## src/rtl/exe_mem_stage.sv

```systemverilog
// exe_mem_stage: EXE stage (forwarding muxes, ALU, Z flag) plus EXE/MEM register; EXE_OVF_TRAP_EN adds a signed-overflow trap on mem_ovf
module exe_mem_stage #(
  parameter int WIDTH = 32
) (
  input  logic             clk,
  input  logic             clrn,
  input  logic             hold,
  input  logic [WIDTH-1:0] exe_a,
  input  logic [WIDTH-1:0] exe_b,
  input  logic [WIDTH-1:0] exe_imm,
  input  logic [4:0]       exe_rn,
  input  logic [2:0]       exe_aluc,
  input  logic [1:0]       exe_alu_a_select,
  input  logic [1:0]       exe_alu_b_select,
  input  logic             exe_wreg,
  input  logic             exe_m2reg,
  input  logic             exe_wmem,
  input  logic             exe_wz,
  input  logic [WIDTH-1:0] wb_data,
  output logic             mem_wreg,
  output logic             mem_m2reg,
  output logic             mem_wmem,
  output logic [WIDTH-1:0] mem_alu,
  output logic [WIDTH-1:0] mem_b,
  output logic [4:0]       mem_rn,
  output logic             z_flag
`ifdef EXE_OVF_TRAP_EN
  ,
  output logic             mem_ovf
`endif
);
  logic [WIDTH-1:0] a, b, r;
  logic trap;
  always_comb begin
    a = exe_alu_a_select == 2'd0 ? exe_a :
        exe_alu_a_select == 2'd1 ? {{(WIDTH-5){1'b0}}, exe_imm[10:6]} :
        exe_alu_a_select == 2'd2 ? mem_alu : wb_data;
    b = exe_alu_b_select == 2'd0 ? exe_b :
        exe_alu_b_select == 2'd1 ? exe_imm :
        exe_alu_b_select == 2'd2 ? mem_alu : wb_data;
    case (exe_aluc)
      3'd0:    r = a + b;
      3'd1:    r = a - b;
      3'd2:    r = a & b;
      3'd3:    r = a | b;
      3'd4:    r = a ^ b;
      3'd5:    r = b << a[4:0];
      3'd6:    r = b >> a[4:0];
      default: r = $signed(b) >>> a[4:0];
    endcase
  end
`ifdef EXE_OVF_TRAP_EN
  // overflow when operand signs (after sub inversion) agree but the result sign differs
  assign trap = (exe_aluc == 3'd0 && a[WIDTH-1] == b[WIDTH-1] && r[WIDTH-1] != a[WIDTH-1]) ||
                (exe_aluc == 3'd1 && a[WIDTH-1] != b[WIDTH-1] && r[WIDTH-1] != a[WIDTH-1]);
`else
  assign trap = 1'b0;
`endif
  always_ff @(posedge clk) begin
    if (!clrn) begin
      mem_wreg  <= 1'b0;
      mem_m2reg <= 1'b0;
      mem_wmem  <= 1'b0;
      mem_alu   <= '0;
      mem_b     <= '0;
      mem_rn    <= '0;
      z_flag    <= 1'b0;
`ifdef EXE_OVF_TRAP_EN
      mem_ovf   <= 1'b0;
`endif
    end else if (!hold) begin
      mem_wreg  <= exe_wreg & ~trap;
      mem_m2reg <= exe_m2reg;
      mem_wmem  <= exe_wmem & ~trap;
      mem_alu   <= r;
      mem_b     <= exe_b;
      mem_rn    <= exe_rn;
      if (exe_wz && !trap) z_flag <= (r == '0);
`ifdef EXE_OVF_TRAP_EN
      mem_ovf   <= trap;
`endif
    end
  end
endmodule

```

## config.mk

```make
export PLATFORM = sky130hd
export DESIGN_NAME = exe_mem_stage
export DESIGN_NICKNAME = d
export VERILOG_FILES = /design/src/rtl/exe_mem_stage.sv
export SDC_FILE = /design/constraint.sdc
export NUM_CORES = 1
export LEC_CHECK = 0
export CAP_MARGIN = 30
export CELL_PAD_IN_SITES_DETAIL_PLACEMENT = 0
export CELL_PAD_IN_SITES_GLOBAL_PLACEMENT = 1
export CORE_UTILIZATION = 41
export CTS_CLUSTER_SIZE = 28
export DETAILED_ROUTE_END_ITERATION = 16
export MAX_ROUTING_LAYER = met4
export PLACE_DENSITY_LB_ADDON = 0.1
export RECOVER_POWER = 25
export SETUP_SLACK_MARGIN = 0.5
export SLEW_MARGIN = 15
export SYNTH_ARGS = -nofsm -noshare
export SYNTH_HDL_FRONTEND = slang
export SYNTH_SLANG_ARGS = --single-unit
```

## constraint.sdc

```tcl
create_clock -name clk -period 7 [get_ports clk]
set_clock_uncertainty 0.05 [all_clocks]
set_input_delay 1.05 -clock clk [delete_from_list [all_inputs] [get_ports clk]]
set_output_delay 1.05 -clock clk [all_outputs]
set_load 0.02 [all_outputs]
```

[Yosys cells after proc, flatten, opt, wreduce, memory -nomap -nowiden]
Cells that the tools add are included.
Operators by class
  reduce and logical (&&, ||, !) cells: 5
  multiplexer cells: 7
  $add $sub $neg: 2
  shift-type cells: 3
  equality and inequality tests: 10
  bitwise operators: 4
Operators by type and width (number)
  one-hot mux 32 bit (7 select lines): 1
  2-to-1 mux 32 bit: 6
  adder 32 bit: 1
  AND 32 bit: 1
  logical NOT 32 bit: 1
  bitwise OR 32 bit: 1
  left shift 32 x 5 -> 32 bit: 1
  >> shifter 32 x 5 -> 32 bit: 1
  >>> shifter 32 x 5 -> 32 bit: 1
  subtractor 32 bit: 1
  bitwise XOR 32 bit: 1
  equality test 3 bit, second input constant: 3
  equality test 3 x 2 -> 1 bit, second input constant: 2
  equality test 2 x 1 -> 1 bit, second input constant: 2
  equality test 2 bit, second input constant: 2
  logical NOT 2 bit: 2
  equality test 3 x 1 -> 1 bit, second input constant: 1
  logical NOT 3 bit: 1
  AND reduction 2 bit: 1
  inverter 1 bit: 1
Storage, ports and cells
  logic and storage cells: 38
  output and inout port bits: 73
  register bits: 73
  input port bits: 147

[Depth between registers and ports, before layout]
  depth in word-level cells: 7
  mapped depth: 26
  mapped depth without buffers: 23

[Least setup slack after synthesis]
Ideal clock, no wire load.
  path type: in2reg
  start point: input exe_alu_b_select[1]
  end point: register mem_alu[31]
  stages on the path: 23
  data arrival time: 5.948 ns
  buffers on the path: 3
  library setup time: 0.076 ns
  data required time: 6.874 ns
  setup slack: 0.927 ns
  path through: buf_6 buf_8 mux4_2 buf_2 nor4_2 and3_1 nand2_1 nor2_1 nor2_1 xnor2_1 ha_1 a21o_1 a21o_1 a221o_1 a22o_1 a311oi_1 o31ai_1 a221oi_1 o21ai_0 xnor2_1 nand2_1 a211o_1 a21boi_0
Between the ends
  cells in the longest elaborated chain, start to end: 6
Ends and longest elaborated chain
  start, declared: RTL line 14  | input logic [1:0] exe_alu_b_select,
  equality test 2 bit: RTL line 40  | exe_alu_b_select == 2'd2 ? mem_alu : wb_data;
  2-to-1 mux 32 bit: RTL line 40
  2-to-1 mux 32 bit: RTL line 39  | exe_alu_b_select == 2'd1 ? exe_imm :
  2-to-1 mux 32 bit (*): RTL line 38  | b = exe_alu_b_select == 2'd0 ? exe_b :
  subtractor 32 bit, or another cell as far along: RTL line 43  | 3'd1: r = a - b;
  one-hot mux 32 bit (7 select lines) (*): RTL line 41  | case (exe_aluc)
  end signal, assigned: RTL line 75  | mem_alu <= r;
  end, declared: RTL line 23  | output logic [WIDTH-1:0] mem_alu,
Mark *: on every way between the ends. The rest lies on a longest branch, timed or not.
A chain may end at the register's enable or synchronous reset.

[Worst setup path after layout]
  start point: input exe_alu_b_select[0]
  end point: register z_flag
Between the ends
  cells in the longest elaborated chain, start to end: 7
Ends and longest elaborated chain
  equality test 2 bit: RTL line 40
  2-to-1 mux 32 bit: RTL line 40
  2-to-1 mux 32 bit: RTL line 39
  2-to-1 mux 32 bit (*): RTL line 38
  subtractor 32 bit, or another cell as far along: RTL line 43
  one-hot mux 32 bit (7 select lines) (*): RTL line 41
  logical NOT 32 bit (*): RTL line 78  | if (exe_wz && !trap) z_flag <= (r == '0);
  end signal, assigned: RTL line 78
  end, declared: RTL line 26  | output logic z_flag
Marked as above.

==> metrics.md <==
| Metric | Value |
|---|---|
| Status | complete, but fails checks |
| Violated checks | capacitance limit, slew limit |
| FILL cells | 3259 |
| Slew Limit Headroom | -0.5795 |
| Most numerous cell in the Yosys netlist | a21oi_1 |
| Cell Pwr Density | 191.5 nW/um2 |
| Synth area leader | dfxtp_1 |
| Gpl congestion | 1.063 |
| Setup crit start kind | input pin |
| Maxcap violations | 1 |
| CTS tree | done |
| Average size of a mapped cell | 7.617 um2 |
| Endpoints failing hold | 0 |
| Drt pass-1 iters | 5 |
| Drt initial violations | 1924 |
| Htree depth | 3 |
| DPL Wire Length | 57480 um |
| Largest net degree at the start of global routing | 114 |
| Top_reg_cell synth | dfxtp_1 |
| IO buf count | 219 |
| Int Power | 1.537 mW |
| CTS Buffer Depth | 2 |
| Hold Slack | 0.4565 ns |
| Non-filler cells, final | 2378 |
| Clk root buf | clkbuf_16 |
| Footprint of the multi-input gates | 11090 um2 |
| Post-Synthesis Net Count | 2029 |
| Tmin final | 6.254 ns |
| Area grow syn2layout | 21.63% |
| Hold buffers post-CTS | 0 |
| Vias/cell | 6.702 |
| Reg2Reg Capture Point | z_flag |
| Global-route wire length before repair | 104700 um |
| Hold_sp | mem_alu[11] |
| HP Class | register to register |
| # rows | 66 |
| Crit path kind | input pin to register |
| Sequential share of the synthesized area | 0.1075 |
| GR Util All Layers | 0.4392 |
| Total Neg Setup Slack | 0 ns |
| Cells after DPL | 2360 |
| Cts bufs inserted | 9 |
| WP data required | 7.23 ns |
| CP Data Arrival Time | 6.48 ns |
| Area fraction of the dominant cell type after synthesis | 0.1075 |
| Crit. End Element | register |
| Max-slew violation count | 55 |
| Remaining antenna violation count | 0 |
| Worst-Skew Late Latency | 0.36 ns |
| Initial Util | 0.4168 |
| Flop pwr share | 0.152 |
| WL final | 73150 um |
| Area of the core | 32620 um2 |
| Synth warn | 0 |
| Switching Share | 0.5148 |
| Inserted Diodes | 0 |
| Unique masters post-synth | 85 |
| Crit share post-route | 0.8935 |
| Die X | 184.1 um |
| Worst Setup Slack post-DPL | 0.1906 ns |
| Combinational power share | 0.696 |
| CP Max Fanout | 15 |
| Mapped Area | 13600 um2 |
| Most frequent cells after synthesis | 165 x a21oi_1, 161 x nand2_1, 141 x mux2i_1 |
| Leakage | 6.770 nW |
| P_sw | 1.631 mW |
| Reg clk slew, reported paths | 0.07 ns |
| Via count | 15940 |
| Ys async rst share | 0 |
| Initial antenna violation count | 0 |
| Final Power | 3.167 mW |
| Clk network pwr share | 0.152 |
| Die footprint | 33890 um2 |
| I/O pin cnt | 220 |
| FF-to-FF setup slack | 1.63 ns |
| Mapped Cells | 1785 |
| Vias in the first global route | 14970 |
| Cells taking the most area after synthesis | dfxtp_1 11%, mux2i_1 10%, ha_1 8.8%, mux4_2 8.0%, a21oi_1 6.1% |
| Drc violations | 0 |
| Storage element area | 1461 um2 |
| Die height | 184.1 um |
| WHS Path Cells | 2 |
| CTS Sinks | 73 |
| Final WS setup | 0.7455 ns |
| RSZ-0062 raised after global routing | true |
| # setup viols final | 0 |
| Max VDD drop | 131.9 uV |
| Post-synth EDFFs | 0 |
| Worst r2r src | mem_alu[0] |
| Slew @ Worst Pin | 2.369 ns |
| Layout cells sized above 1 | 0.1265 |
| R2r worst-path depth | 20 |
| Final net count | 2175 |
| Worst Hold Endpoint | mem_alu[11] |
| Number of synthesized register bits | 73 |
| Grt ovf | 0 |
| Routed length per placed instance | 30.76 um |
| Max frequency | 159.9 MHz |
-- worst max-delay path, stage by stage --
cell	delay [ns]
clkdlybuf4s50_1	0.51
buf_12	0.17
mux4_2	0.38
inv_1	0.13
ha_1	0.19
nand2_1	0.08
nor2_2	0.22
a41oi_1	0.17
xnor2_1	0.15
ha_1	0.39
and3_1	0.20
nor2b_1	0.20
o31ai_1	0.20
a311oi_1	0.64
a211o_1	0.30
nand3_1	0.09
nor3b_1	0.17
o22ai_1	0.41
nand3_1	0.16
nor4b_2	0.29
nand4_1	0.16
o32ai_2	0.21
-- flip-flops by register name (all words and copies together) (netlist names) --
signal / count
mem_alu: 32
mem_b: 32
mem_m2reg: 1
mem_rn: 5
mem_wmem: 1
mem_wreg: 1
z_flag: 1
-- cell usage in the layout, fill, tap and decap left out, types with 6 or more instances in the layout --
| cell | instances |
|---|---|
| a211o_1 | 9 |
| a211oi_1 | 20 |
| a21o_1 | 15 |
| a21oi_1 | 165 |
| a221o_1 | 7 |
| a221oi_1 | 8 |
| a22o_1 | 20 |
| a22oi_1 | 39 |
| a311oi_1 | 7 |
| a31oi_1 | 31 |
| and2_1 | 14 |
| and3_1 | 6 |
| buf_4 | 82 |
| clkbuf_16 | 9 |
| clkdlybuf4s50_1 | 213 |
| dfxtp_1 | 73 |
| ha_1 | 96 |
| inv_1 | 76 |
| mux2_2 | 54 |
| mux2i_1 | 141 |
| mux4_2 | 46 |
| nand2_1 | 161 |
| nand2b_1 | 10 |
| nand3_1 | 29 |
| nand4_1 | 11 |
| nor2_1 | 130 |
| nor2b_1 | 60 |
| nor3_1 | 26 |
| o2111ai_1 | 7 |
| o211ai_1 | 32 |
| o21a_1 | 16 |
| o21ai_0 | 78 |
| o221ai_1 | 8 |
| o22ai_1 | 27 |
| o31a_1 | 6 |
| o31ai_1 | 8 |
| or3_1 | 7 |
| xnor2_1 | 42 |
| xor2_1 | 7 |
-- power groups by stage --
stage          sequential (mW)  clock (mW)  combinational [mW]
2_1_floorplan            0.520           0                1.28
3_3_place_gp             0.489           0                2.10
3_5_place_dp             0.490           0                2.10
4_1_cts                  0.481       0.484                2.11
5_1_grt                  0.485       0.501                2.30
6_report                 0.482       0.480                2.21
-- metrics by stage --
stage	utilization	cell area, um2
after floorplan	-	13600
after global placement	0.4962	16190
after detailed placement	0.4964	16190
after CTS	0.5054	16490
after global routing	0.5070	16540
final	0.5070	16540
-- kinds of logic after synthesis --
| logic type | synth area share |
|---|---|
| flops | 0.1075 |
| simple gates | 0.1698 |
| xor+xnor | 0.03156 |
| compound gates | 0.2847 |
| fa+ha+maj | 0.08981 |
| buf+inv | 0.08126 |
| mux | 0.2354 |
-- layer usage --
| metal | vias up | wire length [um] | global-route usage |
|---|---|---|---|
| met1 | 7799 | 29000 | 0.5393 |
| met3 | 197 | 7577 | 0.1061 |
| li1 | 6969 | - | - |
| met4 | 0 | 3712 | 0.1957 |
| met2 | 973 | 32870 | 0.6803 |
| met5 | - | 0 | - |
-- cell type report --
cell class                 count  share of cell area
timing repair buffer         305              0.1720
inverter                      80             0.01816
tap                          442             0.03344
clock buffer                   9             0.01362
clock inverter                 7            0.004161
multi-input combinational   1462              0.6703
sequential                    73             0.08836
-- worst max path at each step --
stage | from | end | slack [ns] | cells after the start
2_1_floorplan | exe_alu_b_select[1] | mem_alu[31] | 0.93 | 23
3_3_place_gp | exe_alu_b_select[1] | z_flag | 0.36 | 19
3_5_place_dp | exe_alu_b_select[0] | mem_alu[31] | 0.19 | 25
4_1_cts | exe_alu_b_select[0] | mem_alu[31] | 0.53 | 25
5_1_grt | exe_alu_b_select[0] | mem_alu[31] | 0.46 | 24
6_report | exe_alu_b_select[0] | z_flag | 0.75 | 22
-- what timing repair did --
action,in CTS,in global routing
gates resized for setup,0,13
setup endpoints to repair,0,6
setup buffers,0,1
(Power assumes the default switching activity.)
